**src/rtl/loba_pipe_mult_if.sv**
```systemverilog
// Valid/ready bus for the LOBA pipelined multiplier: operand side in, product side out.
interface loba_pipe_mult_if #(
    parameter int N = 16
);
    logic           in_valid;
    logic           in_ready;
    logic [N-1:0]   a;
    logic [N-1:0]   b;
    logic [1:0]     mode;
    logic           is_signed;
    logic           out_valid;
    logic           out_ready;
    logic [2*N-1:0] r;

    modport master (
        output in_valid, a, b, mode, is_signed, out_ready,
        input  in_ready, out_valid, r
    );

    modport slave (
        input  in_valid, a, b, mode, is_signed, out_ready,
        output in_ready, out_valid, r
    );
endinterface

```
**src/rtl/loba_pipe_mult.sv**
```systemverilog
// LOBA approximate multiplier: leading-one K-bit segments, 1-4 partial products,
// 3-stage valid/ready pipeline with a single global stall.
module loba_seg #(
    parameter int N  = 16,
    parameter int K  = 4,
    parameter int KW = $clog2(N)
) (
    input  logic [N-1:0]  v,
    output logic [K-1:0]  hi,
    output logic [K-1:0]  lo,
    output logic [KW-1:0] kh,
    output logic [KW-1:0] kl
);
    // Leading-one position clamped to K-1; bits below K never change the result.
    function automatic logic [KW-1:0] lead(input logic [N-1:0] x);
        lead = KW'(K - 1);
        for (int i = K; i < N; i++)
            if (x[i]) lead = KW'(i);
    endfunction

    logic [KW-1:0] sh_h, sh_l;
    logic [N-1:0]  rest;

    always_comb begin
        kh   = lead(v);
        sh_h = kh - KW'(K - 1);
        hi   = K'(v >> sh_h);
        rest = v & ~({N{1'b1}} << sh_h);
        kl   = lead(rest);
        sh_l = kl - KW'(K - 1);
        lo   = K'(rest >> sh_l);
    end
endmodule

module loba_pipe_mult #(
    parameter int N = 16,
    parameter int K = 4
) (
    input  logic             clk,
    input  logic             rst_n,
    loba_pipe_mult_if.slave  bus
);
    localparam int STAGES = 3;
    localparam int KW     = $clog2(N);
    localparam int W      = 2 * N;
    localparam int SHW    = $clog2(W) + 1;

    typedef struct packed {
        logic [1:0][K-1:0]  hi;
        logic [1:0][K-1:0]  lo;
        logic [1:0][KW-1:0] kh;
        logic [1:0][KW-1:0] kl;
        logic               sign;
        logic [1:0]         mode;
    } s1_t;

    typedef struct packed {
        logic [3:0][W-1:0] pp;
        logic              sign;
        logic [1:0]        mode;
    } s2_t;

    logic               en;
    logic [STAGES:1]    vld_q;
    logic [STAGES:0]    vld_pipe;
    logic [1:0][N-1:0]  opnd, mag;
    logic [1:0][K-1:0]  hi_d, lo_d;
    logic [1:0][KW-1:0] kh_d, kl_d;
    s1_t                s1_d, s1_q;
    s2_t                s2_d, s2_q;
    logic [W-1:0]       sum, r_d, r_q;

    assign en            = ~vld_q[STAGES] | bus.out_ready;
    assign bus.in_ready  = en;
    assign bus.out_valid = vld_q[STAGES];
    assign bus.r         = r_q;
    assign vld_pipe      = {vld_q, bus.in_valid};
    assign opnd          = {bus.b, bus.a};

    // Unsigned negation maps -2^(N-1) onto 2^(N-1), which still fits N bits.
    always_comb begin
        mag = opnd;
        for (int g = 0; g < 2; g++)
            if (bus.is_signed && opnd[g][N-1]) mag[g] = -opnd[g];
    end

    generate
        for (genvar g = 0; g < 2; g++) begin : g_opnd
            loba_seg #(.N(N), .K(K), .KW(KW)) u_seg (
                .v  (mag[g]),
                .hi (hi_d[g]),
                .lo (lo_d[g]),
                .kh (kh_d[g]),
                .kl (kl_d[g])
            );
        end
    endgenerate

    always_comb begin
        s1_d.hi   = hi_d;
        s1_d.lo   = lo_d;
        s1_d.kh   = kh_d;
        s1_d.kl   = kl_d;
        s1_d.sign = bus.is_signed & (bus.a[N-1] ^ bus.b[N-1]);
        s1_d.mode = bus.mode;
    end

    // Segment positions are clamped to >= K-1, so the shift is never negative.
    function automatic logic [W-1:0] pp(input logic [K-1:0] x, input logic [K-1:0] y,
                                        input logic [KW-1:0] kx, input logic [KW-1:0] ky);
        logic [SHW-1:0] sh;
        sh = SHW'(kx) + SHW'(ky) - SHW'(2 * (K - 1));
        pp = (W'(x) * W'(y)) << sh;
    endfunction

    always_comb begin
        s2_d.pp[0] = pp(s1_q.hi[0], s1_q.hi[1], s1_q.kh[0], s1_q.kh[1]);
        s2_d.pp[1] = pp(s1_q.hi[0], s1_q.lo[1], s1_q.kh[0], s1_q.kl[1]);
        s2_d.pp[2] = pp(s1_q.lo[0], s1_q.hi[1], s1_q.kl[0], s1_q.kh[1]);
        s2_d.pp[3] = pp(s1_q.lo[0], s1_q.lo[1], s1_q.kl[0], s1_q.kl[1]);
        s2_d.sign  = s1_q.sign;
        s2_d.mode  = s1_q.mode;
    end

    always_comb begin
        sum = s2_q.pp[0];
        if (s2_q.mode >= 2'd1) sum = sum + s2_q.pp[1];
        if (s2_q.mode >= 2'd2) sum = sum + s2_q.pp[2];
        if (s2_q.mode == 2'd3) sum = sum + s2_q.pp[3];
        r_d = s2_q.sign ? -sum : sum;
    end

    always_ff @(posedge clk or negedge rst_n) begin
        if (!rst_n) begin
            vld_q <= '0;
            s1_q  <= '0;
            s2_q  <= '0;
            r_q   <= '0;
        end else if (en) begin
            vld_q <= vld_pipe[STAGES-1:0];
            s1_q  <= s1_d;
            s2_q  <= s2_d;
            r_q   <= r_d;
        end
    end
endmodule

```
**src/flat_wrapper.sv**
```systemverilog
// flat-port wrapper written by rule: the top's interface ports become plain ports
module loba_pipe_mult_flat 
#(
    parameter int N = 16,
    parameter int K = 4
)
  (clk, rst_n, bus_in_valid, bus_a, bus_b, bus_mode, bus_is_signed, bus_out_ready, bus_in_ready, bus_out_valid, bus_r);
  loba_pipe_mult_if #(.N(N)) bus_i ();
  input  logic clk;
  input  logic rst_n;
  input wire logic [$bits(bus_i.in_valid)-1:0] bus_in_valid;
  input wire logic [$bits(bus_i.a)-1:0] bus_a;
  input wire logic [$bits(bus_i.b)-1:0] bus_b;
  input wire logic [$bits(bus_i.mode)-1:0] bus_mode;
  input wire logic [$bits(bus_i.is_signed)-1:0] bus_is_signed;
  input wire logic [$bits(bus_i.out_ready)-1:0] bus_out_ready;
  output wire logic [$bits(bus_i.in_ready)-1:0] bus_in_ready;
  output wire logic [$bits(bus_i.out_valid)-1:0] bus_out_valid;
  output wire logic [$bits(bus_i.r)-1:0] bus_r;
  assign bus_i.in_valid = bus_in_valid;
  assign bus_i.a = bus_a;
  assign bus_i.b = bus_b;
  assign bus_i.mode = bus_mode;
  assign bus_i.is_signed = bus_is_signed;
  assign bus_i.out_ready = bus_out_ready;
  assign bus_in_ready = bus_i.in_ready;
  assign bus_out_valid = bus_i.out_valid;
  assign bus_r = bus_i.r;
  loba_pipe_mult #(.N(N), .K(K)) u_core (.clk(clk), .rst_n(rst_n), .bus(bus_i));
endmodule
```
**config.mk**
```make
export PLATFORM = sky130hd
export DESIGN_NAME = loba_pipe_mult_flat
export DESIGN_NICKNAME = d
export VERILOG_FILES = /design/src/rtl/loba_pipe_mult_if.sv /design/src/rtl/loba_pipe_mult.sv /design/src/flat_wrapper.sv
export SDC_FILE = /design/constraint.sdc
export NUM_CORES = 1
export LEC_CHECK = 0
export BUFFER_PORTS_ARGS = -buffer_cell sky130_fd_sc_hd__buf_2
export CORE_ASPECT_RATIO = 0.5
export CORE_UTILIZATION = 45
export CTS_BUF_LIST = sky130_fd_sc_hd__clkbuf_2 sky130_fd_sc_hd__clkbuf_4 sky130_fd_sc_hd__clkbuf_8
export DETAILED_ROUTE_END_ITERATION = 16
export PLACE_DENSITY = 0.65
export SLEW_MARGIN = 10
export SYNTH_ARGS = -nofsm -noshare
export SYNTH_HDL_FRONTEND = slang
export SYNTH_HIERARCHICAL = 1
export SYNTH_SLANG_ARGS = --single-unit
```
**constraint.sdc**
```tcl
create_clock -name clk -period 17 [get_ports clk]
set_input_delay 1.7 -clock clk [delete_from_list [all_inputs] [get_ports clk]]
set_output_delay 1.7 -clock clk [all_outputs]
set_load 0.01 [all_outputs]
```
==> qor.txt <==
Crit path arrival time - 8.89 ns
Area post-placement - 24,200 um2
Top FF cell, synth - dfrtp_1
DRC - 0
Global-route wire length before repair - 123,000 um
Layout area overhead - 5.02%
CP dominant cell by count - nand2_1
Crit path max fanout - 19
Die Y - 165 um
First DRT Iteration DRCs - 2,469
Max Cap Viol - 0
Post-CTS Setup Bufs - 0
Die width - 327 um
Clock Root Buffer - clkbuf_8
P_leak - 11.7 nW
Worst skew pair latency - 0.60 ns
Async SR Flop Fraction - 1.00
Port Buf Inserts - 72
Initial antenna violation count - 1
Hold Crit Class - flip-flop to flip-flop
Die area - 53,900 um2
Finished Cell Area - 25,000 um2
Worst Setup SP - bus_a[4]
Reg2Reg Setup Slack - 8.65 ns
Final Non-Filler Cells - 3,736
GRT Residual Overflow - 0
Final period utilization - 0.496
WL final - 78,500 um
Ranking of synthesized cells by area - dfrtp_1 (21%), ha_1 (9.7%), nand2_1 (7.9%), o21ai_0 (4.6%), a21oi_1 (4.2%)
# setup viols final - 0
Hold path startpoint - u_core/vld_q[2]
Setup TNS - 0 ns
Hold Fails Final Rpt - 0
Wire per inst - 21.0 um
Clock power frac - 0.092
Hold Slack - 0.458 ns
Sequential area share after synthesis - 0.211
Final HPWL DP - 60,900 um
CP delay by family, top - compound AO/OA/AOI/OAI gates
Synth Cell Area - 23,800 um2
Synth Instances - 3,069
Crit Path Class - input port to flip-flop
Peak VDD IR - 0.135 mV
Final ANT Viol Nets - 0
Yosys cell types - 116
Via count - 23,306
Int Pwr - 2.33 mW
Pin slew with the least headroom to its limit - 1.17 ns
Synth top area share - 0.211
H-tree Lvls - 2
Pin count of the biggest net entering global routing - 194
Switching Power - 3.10 mW
Vias/cell - 6.24
DRT Pass-1 Iters - 6
Leading area contributor after synthesis - dfrtp_1
Placed cells - 3,673
Max-slew headroom - 0.207
Row count - 59
PostCTS Resize Cnt - 0
Synth Register Bits - 201
CTS tree - done
Syn nets - 3,315
Status - finished, final reports clean
Delay of the slowest critical-path stage - 0.64 ns
Final #Nets - 3,256
Clock Path Buffers - 3
Synthesis Warnings - 6
Tot GR Track Use - 0.288
Switching Fraction - 0.571
Startpoint Class - input port
Seq pwr share - 0.148
Crit-path slowest cell - ha_1
Clk_skew - 0.0402 ns
Post-synth EDFFs - 0
# IOs - 73
Final min period - 8.43 ns
RSZ-0062 raised after global routing - no
R2R Path Start - u_core/s2_q[4]
Layout cells sized above 1 - 0.0943
Reg clk slew, reported paths - 0.06 ns
Buf+Inv Stages, Crit Path - 6
Area of the core - 52,100 um2
Vias in the first global route - 21,369
Total CTS buffers - 36
Final Slew Violations - 0
Starting density of the core - 0.457
Critical Path RT - 17.46 ns
RD Place Congestion - 1.03
Critical Path End Type - flip-flop
Mean Syn Cell Area - 7.76 um2
Max frequency - 119 MHz
Post-cts hold buffer count - 0
Pwr per Cell Area - 217 nW/um2
Combinational share of power - 0.760
Clk sinks - 201
==> power by group through the flow <==
stage	registers (mW)	logic, mW	clock network, mW
after global placement	0.801	3.97	0
after global routing	0.818	4.50	0.529
final	0.801	4.12	0.499
after CTS	0.798	4.02	0.508
after floorplan	0.718	3.03	0
after detailed placement	0.806	4.00	0
==> final cells by class <==
cell class,instances,area (um2)
Clock inverter,9,90.1
Multi-Input combinational cell,2541,17300
Clock buffer,53,667
Timing Repair Buffer,91,526
Fill cell,5187,27100
Inverter,139,523
Sequential cell,201,5030
Antenna cell,1,2.50
Tap cell,701,877
==> worst register-to-register path, delay by kind of cell, from the launching register on <==
family                     cells  cell delay [ns]
xor gates and xnor gates       2             0.52
adders and majority gates      3             1.24
and+or+nand+nor                3             0.76
AOI/OAI and AO/OA             18             4.84
DFF                            1             0.45
muxes                          1             0.24
buffers and inverters          1             0.15
==> path summary, 6_finish.rpt <==
path / to / cells past startpoint
max in group asynchronous: u_core/s2_q[62] / 2
setup reg to reg: u_core/bus.r[31] / 28
hold / removal: u_core/vld_q[2] / 2
min in group asynchronous: u_core/bus.r[23] / 1
setup / recovery: u_core/s1_q[20] / 27
hold reg to reg: u_core/vld_q[2] / 2
==> Yosys cell counts (24+ instances only) <==
library cell	number
inv_1	133
a22o_1	57
clkbuf_1	128
a21oi_1	202
nor3_1	53
nand2_1	499
nand4_1	29
a31oi_1	36
xor2_1	67
nor2_1	191
mux2i_1	95
o22ai_1	30
o21a_1	29
and2_1	55
ha_1	184
o21ai_0	221
a32o_1	24
xnor2_1	92
nand3_1	87
a21o_1	64
and3_1	31
dfrtp_1	201
a211oi_1	37
==> metrics by stage <==
step | setup WS, ns | total power [mW] | utilization
5_1_grt | 7.92 | 5.84 | 0.480
2_1_floorplan | 9.75 | 3.74 | -
4_1_cts | 8.71 | 5.33 | 0.480
6_report | 8.57 | 5.42 | 0.480
3_3_place_gp | 8.19 | 4.77 | 0.465
3_5_place_dp | 8.11 | 4.81 | 0.465
==> layer usage <==
| metal | wire length (um) | vias up | part of all wire | track usage |
|---|---|---|---|---|
| met4 | 2690 | 0 | 0.034 | 0.100 |
| met1 | 36800 | 11156 | 0.47 | 0.416 |
| met3 | 6940 | 144 | 0.088 | 0.0543 |
| met2 | 32000 | 978 | 0.41 | 0.426 |
| li1 | - | 11028 | - | - |
| met5 | 0 | - | 0 | 0 |
==> flip-flops by register name, indices dropped and copies added, names as in the netlist <==
register / cells
u_core/vld_q: 3
u_core/bus.r: 32
u_core/s1_q: 35
u_core/s2_q: 131
==> kinds of logic after synthesis <==
logic type                 share of synthesized area
and+or+nand+nor                                0.217
AOI/OAI and AO/OA                              0.276
buffers and inverters                         0.0631
adders and majority gates                      0.116
DFF                                            0.211
xor gates and xnor gates                      0.0612
muxes                                         0.0559
==> layout by cell type, fill, tap and decap left out, types with 12 or more instances in the layout <==
| cell type | count |
|---|---|
| and3_1 | 31 |
| o21ai_0 | 221 |
| dfrtp_1 | 199 |
| nand4_1 | 29 |
| or2_2 | 13 |
| nor2b_1 | 20 |
| buf_4 | 18 |
| clkbuf_8 | 43 |
| o21ai_1 | 21 |
| a32o_1 | 24 |
| nor3_1 | 53 |
| nand3_1 | 87 |
| nor2_1 | 190 |
| mux2i_1 | 95 |
| o211ai_1 | 16 |
| a31oi_1 | 36 |
| o31ai_1 | 16 |
| xnor2_1 | 92 |
| a22o_1 | 57 |
| o21bai_1 | 12 |
| or3_1 | 15 |
| fa_1 | 23 |
| and2_1 | 55 |
| o22ai_1 | 30 |
| nor4_1 | 14 |
| a211oi_1 | 37 |
| nand2b_1 | 23 |
| a21oi_1 | 202 |
| inv_1 | 132 |
| mux2_2 | 23 |
| buf_2 | 71 |
| nand2_1 | 499 |
| a32oi_1 | 18 |
| a21o_1 | 64 |
| o21a_1 | 29 |
| xor2_1 | 67 |
| ha_1 | 184 |
Power figures use the tool's default switching activity.
